## src/rtl/smachine_pkg.sv

```systemverilog
// ============================================================================
// Module   : smachine_pkg
// Brief    : Shared types and constants for the S-Machine data-memory path.
// Revision : 1.0
// ============================================================================
`default_nettype none

package smachine_pkg;

    localparam int DEF_ADDR_W = 8;
    localparam int DEF_DATA_W = 16;

    localparam logic RW_READ  = 1'b0;
    localparam logic RW_WRITE = 1'b1;

    typedef enum logic [1:0] {
        IDLE = 2'd0,
        WAIT = 2'd1,
        RESP = 2'd2
    } dmem_state_t;

    localparam logic [7:0] MMIO_CNT_ADDR = 8'hFF;

endpackage

`default_nettype wire

```

## src/rtl/dmem_responder_if.sv

```systemverilog
// ============================================================================
// Module   : dmem_responder_if
// Brief    : CPU data-memory req/ready bus; master = CPU, slave = responder.
// Revision : 1.0
// ============================================================================
`default_nettype none

interface dmem_responder_if #(
    parameter int ADDR_W = 8,
    parameter int DATA_W = 16
);
    logic              req;
    logic              read_write;
    logic [ADDR_W-1:0] addr;
    logic [DATA_W-1:0] wdata;
    logic [DATA_W-1:0] rdata;
    logic              ready;
    logic              err;

    modport master (
        output req, read_write, addr, wdata,
        input  rdata, ready, err
    );

    modport slave (
        input  req, read_write, addr, wdata,
        output rdata, ready, err
    );
endinterface

`default_nettype wire

```

## src/rtl/dmem_array.sv

```systemverilog
// ============================================================================
// Module   : dmem_array
// Brief    : Single-port DEPTH x DATA_W store, registered read, no reset.
// Revision : 1.0
// ============================================================================
`default_nettype none

module dmem_array #(
    parameter int DEPTH  = 256,
    parameter int DATA_W = 16,
    parameter int AW     = 8
) (
    input  logic              clk,
    input  logic              we,
    input  logic [AW-1:0]     addr,
    input  logic [DATA_W-1:0] wdata,
    output logic [DATA_W-1:0] rdata
);

    logic [DATA_W-1:0] mem [DEPTH];
    logic [DATA_W-1:0] rdata_q;

    // Read-first behaviour; no reset so the store maps onto block RAM.
    always_ff @(posedge clk) begin
        if (we) begin
            mem[addr] <= wdata;
        end
        rdata_q <= mem[addr];
    end

    assign rdata = rdata_q;

endmodule

`default_nettype wire

```

## src/rtl/dmem_responder.sv

```systemverilog
// ============================================================================
// Module   : dmem_responder
// Brief    : Clocked data-memory responder with programmable wait states.
//            Optional MMIO cycle counter at the top address: DMEM_CYCLE_COUNTER_EN.
// Revision : 1.0
// ============================================================================
`default_nettype none

import smachine_pkg::*;

module dmem_responder #(
    parameter int ADDR_W      = DEF_ADDR_W,
    parameter int DATA_W      = DEF_DATA_W,
    parameter int DEPTH       = 256,
    parameter int WAIT_STATES = 1
) (
    input  logic                  clk,
    input  logic                  rst_n,
    dmem_responder_if.slave       bus
);

    localparam int AW = (DEPTH > 1) ? $clog2(DEPTH) : 1;

    dmem_state_t       state_q, state_d;
    logic [3:0]        wcnt_q, wcnt_d;
    logic              rw_q, rw_d;
    logic [ADDR_W-1:0] addr_q, addr_d;
    logic [DATA_W-1:0] wdata_q, wdata_d;
    logic [DATA_W-1:0] rdata_q, rdata_d;

    logic              in_range;
    logic              is_mmio;
    logic              arr_we;
    logic [AW-1:0]     arr_addr;
    logic [DATA_W-1:0] arr_rdata;
    logic [DATA_W-1:0] resp_rdata;
    logic [DATA_W-1:0] rdata_now;

    assign in_range = (32'(addr_q) < 32'(DEPTH));

`ifdef DMEM_CYCLE_COUNTER_EN
    logic [DATA_W-1:0] cyc_q, cyc_d;

    assign is_mmio = (addr_q == ADDR_W'(MMIO_CNT_ADDR));

    always_comb begin
        cyc_d = cyc_q + DATA_W'(1);
        if (state_q == RESP && rw_q == RW_WRITE && is_mmio) begin
            cyc_d = '0;
        end
    end

    always_ff @(posedge clk or negedge rst_n) begin
        if (!rst_n) begin
            cyc_q <= '0;
        end else begin
            cyc_q <= cyc_d;
        end
    end

    always_comb begin
        resp_rdata = arr_rdata;
        if (is_mmio) begin
            resp_rdata = cyc_q;
        end else if (!in_range) begin
            resp_rdata = '0;
        end
    end
`else
    assign is_mmio = 1'b0;

    always_comb begin
        resp_rdata = arr_rdata;
        if (!in_range) begin
            resp_rdata = '0;
        end
    end
`endif

    // In IDLE the array is addressed by the live bus so a zero-wait read
    // still has its data registered by the time RESP begins.
    assign arr_addr = (state_q == IDLE) ? bus.addr[AW-1:0] : addr_q[AW-1:0];
    assign arr_we   = (state_q == RESP) && (rw_q == RW_WRITE) && in_range && !is_mmio;

    dmem_array #(
        .DEPTH  (DEPTH),
        .DATA_W (DATA_W),
        .AW     (AW)
    ) u_array (
        .clk    (clk),
        .we     (arr_we),
        .addr   (arr_addr),
        .wdata  (wdata_q),
        .rdata  (arr_rdata)
    );

    always_comb begin
        state_d = state_q;
        wcnt_d  = wcnt_q;
        rw_d    = rw_q;
        addr_d  = addr_q;
        wdata_d = wdata_q;
        case (state_q)
            IDLE: begin
                if (bus.req) begin
                    rw_d    = bus.read_write;
                    addr_d  = bus.addr;
                    wdata_d = bus.wdata;
                    if (WAIT_STATES > 0) begin
                        state_d = WAIT;
                        wcnt_d  = 4'(WAIT_STATES - 1);
                    end else begin
                        state_d = RESP;
                    end
                end
            end
            WAIT: begin
                if (wcnt_q == 4'd0) begin
                    state_d = RESP;
                end else begin
                    wcnt_d = wcnt_q - 4'd1;
                end
            end
            RESP:    state_d = IDLE;
            default: state_d = IDLE;
        endcase
    end

    // Read data is shown live during RESP and held afterwards until the next read.
    assign rdata_now = (state_q == RESP && rw_q == RW_READ) ? resp_rdata : rdata_q;
    assign rdata_d   = rdata_now;

    always_ff @(posedge clk or negedge rst_n) begin
        if (!rst_n) begin
            state_q <= IDLE;
            wcnt_q  <= '0;
            rw_q    <= RW_READ;
            addr_q  <= '0;
            wdata_q <= '0;
            rdata_q <= '0;
        end else begin
            state_q <= state_d;
            wcnt_q  <= wcnt_d;
            rw_q    <= rw_d;
            addr_q  <= addr_d;
            wdata_q <= wdata_d;
            rdata_q <= rdata_d;
        end
    end

    assign bus.rdata = rdata_now;
    assign bus.ready = (state_q == RESP);
    assign bus.err   = (state_q == RESP) && !in_range && !is_mmio;

endmodule

`default_nettype wire
```

## src/flat_wrapper.sv

```systemverilog
// flat-port wrapper written by rule: the top's interface ports become plain ports
module dmem_responder_flat 
#(
    parameter int ADDR_W      = DEF_ADDR_W,
    parameter int DATA_W      = DEF_DATA_W,
    parameter int DEPTH       = 256,
    parameter int WAIT_STATES = 1
)
  (clk, rst_n, bus_req, bus_read_write, bus_addr, bus_wdata, bus_rdata, bus_ready, bus_err);
  dmem_responder_if #(.ADDR_W(ADDR_W), .DATA_W(DATA_W)) bus_i ();
  input  logic clk;
  input  logic rst_n;
  input wire logic [$bits(bus_i.req)-1:0] bus_req;
  input wire logic [$bits(bus_i.read_write)-1:0] bus_read_write;
  input wire logic [$bits(bus_i.addr)-1:0] bus_addr;
  input wire logic [$bits(bus_i.wdata)-1:0] bus_wdata;
  output wire logic [$bits(bus_i.rdata)-1:0] bus_rdata;
  output wire logic [$bits(bus_i.ready)-1:0] bus_ready;
  output wire logic [$bits(bus_i.err)-1:0] bus_err;
  assign bus_i.req = bus_req;
  assign bus_i.read_write = bus_read_write;
  assign bus_i.addr = bus_addr;
  assign bus_i.wdata = bus_wdata;
  assign bus_rdata = bus_i.rdata;
  assign bus_ready = bus_i.ready;
  assign bus_err = bus_i.err;
  dmem_responder #(.ADDR_W(ADDR_W), .DATA_W(DATA_W), .DEPTH(DEPTH), .WAIT_STATES(WAIT_STATES)) u_core (.clk(clk), .rst_n(rst_n), .bus(bus_i));
endmodule
```

## config.mk

```make
export PLATFORM = sky130hd
export DESIGN_NAME = dmem_responder_flat
export DESIGN_NICKNAME = d
export VERILOG_FILES = /design/src/rtl/smachine_pkg.sv /design/src/rtl/dmem_responder_if.sv /design/src/rtl/dmem_array.sv /design/src/rtl/dmem_responder.sv /design/src/flat_wrapper.sv
export SDC_FILE = /design/constraint.sdc
export NUM_CORES = 2
export LEC_CHECK = 0
export CAP_MARGIN = 5
export CORE_ASPECT_RATIO = 0.5
export CORE_MARGIN = 4
export CORE_UTILIZATION = 60
export DETAILED_ROUTE_END_ITERATION = 12
export GPL_TIMING_DRIVEN = 1
export PLACE_DENSITY = 0.76
export SLEW_MARGIN = 20
export SYNTH_ARGS = -nofsm -noshare
export SYNTH_HDL_FRONTEND = slang
export SYNTH_HIERARCHICAL = 1
export SYNTH_SLANG_ARGS = --single-unit
```

## constraint.sdc

```tcl
create_clock -name clk -period 8 [get_ports clk]
set_clock_uncertainty 0.15 [all_clocks]
set_input_delay 1.6 -clock clk [delete_from_list [all_inputs] [get_ports clk]]
set_output_delay 1.6 -clock clk [all_outputs]
set_load 0.01 [all_outputs]
```

Yosys cells after proc, flatten, opt, wreduce, memory -nomap -nowiden --
Memory sizes are Yosys's and may differ from the RTL's. A register that Yosys moved wholly into a read port is not among the register bits. Cells that the tools add are included.
Word-level totals: input bits 28, flip-flop bits (word level) 47, memory bits (writable) 4096, memories 1, word-level logic and storage cells 32
Memory list:
- u_core.u_array.mem | depth 256, bits a word 16, read ports 1, clocked after Yosys merged registers in 1, write ports 1, line dmem_array.sv:20 | logic [DATA_W-1:0] mem [DEPTH];
Operators by class: bitwise operators 1, multiplexer cells 10, reductions and logical operators 8, eq/ne operators 5, $add $sub $neg 1
Operators with widths (number):
- 16-bit 2-to-1 mux | 1
- 4-bit 2-to-1 mux | 2
- 8-bit 2-to-1 mux | 1
- 4-bit one-hot mux with 2 select lines | 1
- 4-bit logical NOT | 1
- 2-bit 2-to-1 mux | 2
- 2-bit != test, second input constant | 2
- 2-bit one-hot mux with 2 select lines | 1
- 2-bit AND reduction | 2
- 4-bit by 1-bit subtractor with 4-bit output, second input constant | 1
- 3-bit AND reduction | 1
- 2-bit by 1-bit equality test with 1-bit output, second input constant | 1
- 2-bit equality test, second input constant | 1
- 1-bit logical AND | 2
- 2-bit logical NOT | 1
- 1-bit 2-to-1 mux | 2
- 2-bit by 1-bit != test with 1-bit output, second input constant | 1
- 2-bit nonzero test | 1
- 1-bit NOT | 1

Longest topological paths before layout --
depth after elaboration 4, depth in mapped cells 12

Cells and area by module --
Netlist, hierarchy kept.
By module, submodules not included:
- dmem_array | times used 1, area each 155399.0 um2, cells an instance 6727
- dmem_responder | times used 1, area each 1955.6 um2, cells an instance 130

Least setup slack after synthesis --
No wires, ideal clock.
kind input to register, start input bus_addr[1], end memory u_core.u_array.mem[145][0], enable pin, cell stages on the path 8, data required time 7441 ps, library setup time 409 ps, data arrival time 4075 ps, setup slack 3366 ps, path through mux2_2 > clkbuf_1 > buf_2 > clkbuf_1 > buf_2 > nand2b_1 > clkbuf_1 > nor3_1
On the way: longest elaborated chain between the ends 1
Ends and longest elaborated chain:
- start, declared | line flat_wrapper.sv:15 | input wire logic [$bits(bus_i.addr)-1:0] bus_addr;
- 8-bit 2-to-1 mux | line dmem_responder.sv:82 | assign arr_addr = (state_q == IDLE) ? bus.addr[AW-1:0] : addr_q[AW-1:0];
- end, declared | line dmem_array.sv:20
No other way between the ends.

Worst setup path in the final report --
start input bus_addr[0], end register u_core.u_array.rdata_q[3] (netlist: u_core/u_array/rdata[3]) (read register of u_core.u_array.mem)
On the way: longest elaborated chain between the ends 1
Ends and longest elaborated chain:
- 8-bit 2-to-1 mux | line dmem_responder.sv:82
- named net u_core.arr_addr[0] | line dmem_responder.sv:34 | logic [AW-1:0] arr_addr;
- end, declared | line dmem_array.sv:21 | logic [DATA_W-1:0] rdata_q;
The timed path passes the listed nets, and every way through them passes these cells. A chain may end at the register's enable or synchronous reset.

==> out/metrics.yaml <==
status: "completed"
num_vias: 79210
drt-pass1-iter-count: 6
synth_nets: 6887
grt_start_max_net_pins: 219
worstPathMaxFanout: 51
slowest_stage: "o41ai_1"
yosysTopAreaCell: "edfxtp_1"
r2r_slack_ns: 2.18
rows: 132
route.detailed.drc: 0
dp_hpwl_um: 231000
worstHoldStart: "u_core/rdata_q[4]"
worst-path-buf-inv: 4
power_frac_comb_pct: 32.3
hold_viol_final: 0
synth_warnings: 6
numPortBuffers: 44
synth_cell_type_count: 34
crit_top_cell: "buf_4"
post_cts_buffers: 0
grt_pass1_vias: 78882
max_stage_delay_ns: 1.04
gp_congestion: 0.870
ant_nets: 0
cp.required_ns: 8.59
relSlewSlack_pct: 22.1
ir_worst_vdd_uv: 478
dieArea_um2: 271000
wl_per_cell_um: 37.1
seq_power_share_pct: 42.5
numCtsBuffers: 348
core_area_um2: 260000
worstMarginPinSlew_ns: 1.17
cts_buffer_depth: 4
p_int_mw: 44.4
arrival_ns: 6.53
regArea_um2: 125000
syn_area_um2: 157000
synth_seq_cells: 4159
p_leak_nw: 54.2
path_cells: "clkdlybuf4s50_1 -> mux2_8 -> buf_12 -> buf_4 -> mux4_2 -> a22oi_1 -> a21oi_1 -> o41ai_1 -> buf_4 -> nand4_1"
finalNetCount: 7303
ioPinCount: 46
p_sw_mw: 22.6
multi_input_area_um2: 31500
synthCells: 6857
maxCapViolCount: 0
initial_core_util_pct: 60.5
critical_path_class: "in2reg"
min_path_type: "reg2reg"
p_per_area_nw_per_um2: 381
cts_sinks: 4159
dp.cells: 10405
grt_overflow: 0
gr-usage-all-layers_pct: 30.4
min_to: "u_core/rdata_q[4]"
slew_viol_final: 0
nFillCells: 15175
cts-root-buf: "clkbuf_16"
rsz0062_at_grt: "false"
clk-insertion-delay-late_ns: 0.88
finalSetupTns_ns: 0
timing.final.crit_share_pct: 74.3
hold_depth: 1
routed_via_density: 7.16
yosys-top-cells-area: "edfxtp_1, mux4_2, a22oi_1"
sw_frac_of_total_pct: 33.7
cts_max_level: 5
die_x_um: 732
drt-total-wl_um: 411000
cts_tree: "built"
synth_top_area_share_pct: 78.2
final_layout_size_suffix_gt1_share_pct: 27.9
die_h_um: 370
layout.cells.non_filler: 11062
start_kind: "input port"
ys_seq_area_share_pct: 79.1
antenna_found_initial: 28
critPathTopFamily: "buffers and inverters"
hold_buffers: 0
path_clk_slew_ns: 0.07
syn_to_final_growth_pct: 11.7
grt_pass1_wl_um: 588000
clkPwrFrac_pct: 25.2
cp-end-kind: "register"
reg2regPathDepth: 10
setup_violations: 0
r2r-end: "u_core/u_array/rdata[3]"
synth_area_per_cell_um2: 22.9
drt-initial-drc-count: 14294
cts_resized: 0
post-route-min-period_ns: 5.94
r2r_start: "u_core/state_q[0]"
crit_start: "bus_addr[0]"
clock.fmax_mhz: 168
synth_stat cells (all sizes together):
master / instances
a21oi: 257
a22oi: 512
a31oi: 1
and2: 5
buf: 177
clkbuf: 249
conb: 1
dfrtp: 47
dfxtp: 16
edfxtp: 4096
ha: 2
inv: 4
mux2: 51
mux4: 1024
nand2: 29
nand2b: 7
nand3: 13
nand4: 16
nor2: 235
nor2b: 11
nor3: 30
nor3b: 1
o21ai: 2
o21bai: 1
o41ai: 64
or2: 2
or3: 1
or4: 1
or4b: 2
cell usage in the layout (no fill, tap or decap), drive strengths merged, types with 2 or more instances in the layout:
| cell type | instances |
|---|---|
| edfxtp | 4096 |
| mux4 | 1024 |
| a22oi | 512 |
| buf | 449 |
| clkbuf | 423 |
| a21oi | 257 |
| nor2 | 235 |
| clkinv | 153 |
| o41ai | 64 |
| mux2 | 51 |
| dfrtp | 47 |
| clkdlybuf4s50 | 43 |
| bufinv | 33 |
| nor3 | 30 |
| nand2 | 29 |
| diode | 28 |
| nand4 | 16 |
| dfxtp | 16 |
| nand3 | 13 |
| clkinvlp | 11 |
| inv | 11 |
| nor2b | 11 |
| nand2b | 7 |
| and2 | 5 |
| o21ai | 2 |
| ha | 2 |
| or2 | 2 |
| or4b | 2 |
flip-flops by register name, summed over array words and instances, names as in the netlist:
signal / count
u_core/state_q: 2
u_core/u_array/mem: 4096
u_core/rw_q: 1
u_core/addr_q: 8
u_core/wcnt_q: 4
u_core/rdata_q: 16
u_core/wdata_q: 16
u_core/u_array/rdata: 16
worst reg2reg max path, stage by stage (launching register included):
cell	delay [ns]
dfrtp_1	0.46
nor2_2	0.53
mux2_8	0.80
buf_12	0.38
buf_4	0.71
mux4_2	0.65
a22oi_1	0.42
a21oi_1	0.20
o41ai_1	1.04
buf_4	0.25
nand4_1	0.09
power by group through the flow:
stage | clock [mW] | sequential [mW] | combinational [mW]
6_report | 16.9 | 28.5 | 21.6
5_1_grt | 18.0 | 28.5 | 22.5
4_1_cts | 17.0 | 28.5 | 21.3
3_5_place_dp | 0 | 29.0 | 21.0
3_3_place_gp | 0 | 28.8 | 20.4
2_1_floorplan | 0 | 30.2 | 12.0
per-stage QoR:
step | cell area (µm²) | utilization, % | total power [mW] | setup slack (ns) | hold WS (ns)
6_report | 176000 | 67.6 | 67.0 | 2.06 | 0.352
5_1_grt | 176000 | 67.6 | 69.0 | 1.93 | 0.374
4_1_cts | 176000 | 67.5 | 66.8 | 2.15 | 0.355
3_5_place_dp | 165000 | 63.3 | 50.0 | 1.26 | 0.339
3_3_place_gp | 164000 | 63.2 | 49.2 | 0.731 | 0.329
2_1_floorplan | 157000 | - | 42.2 | 3.37 | 0.316
how the worst max path moves through the flow:
| stage | slack (ns) | cells after the start | to |
|---|---|---|---|
| finish | 2.06 | 10 | u_core/u_array/rdata[3] |
| global route | 1.93 | 10 | u_core/u_array/rdata[3] |
| CTS | 2.15 | 10 | u_core/u_array/rdata[3] |
| detailed placement | 1.26 | 10 | u_core/u_array/rdata[3] |
| global placement | 0.73 | 9 | u_core/u_array/rdata[9] |
| floorplan | 3.37 | 8 | u_core/u_array/mem[145][0] |
cell families (layout without fill, tap and decap cells):
family / Yosys count / in the layout / synth area share, %
compound gates: 837 / 837 / 3.63
fa+ha+maj: 2 / 2 / 0.0159
buf+inv: 430 / 1123 / 1.25
flops: 4159 / 4159 / 79.1
mux: 1075 / 1075 / 15.0
other cells: 1 / 29 / 0.00238
simple gates: 353 / 353 / 0.957
layout make-up:
type | instances | area share (%)
diodes | 28 | 0.0399
clock buffers | 423 | 5.22
clock inverters | 204 | 1.06
inverters | 4 | 0.00854
multi-input cells | 2268 | 17.9
flip-flops and latches | 4159 | 70.9
well taps | 3484 | 2.48
repair buffers | 492 | 2.41
per-layer routing:
layer	global-route usage [%]	wire [µm]
met5	0.459	200
met4	11.7	17900
met3	9.76	60900
met2	46.0	191000
met1	42.1	141000
Note: power is estimated with default switching activity, not from simulation.
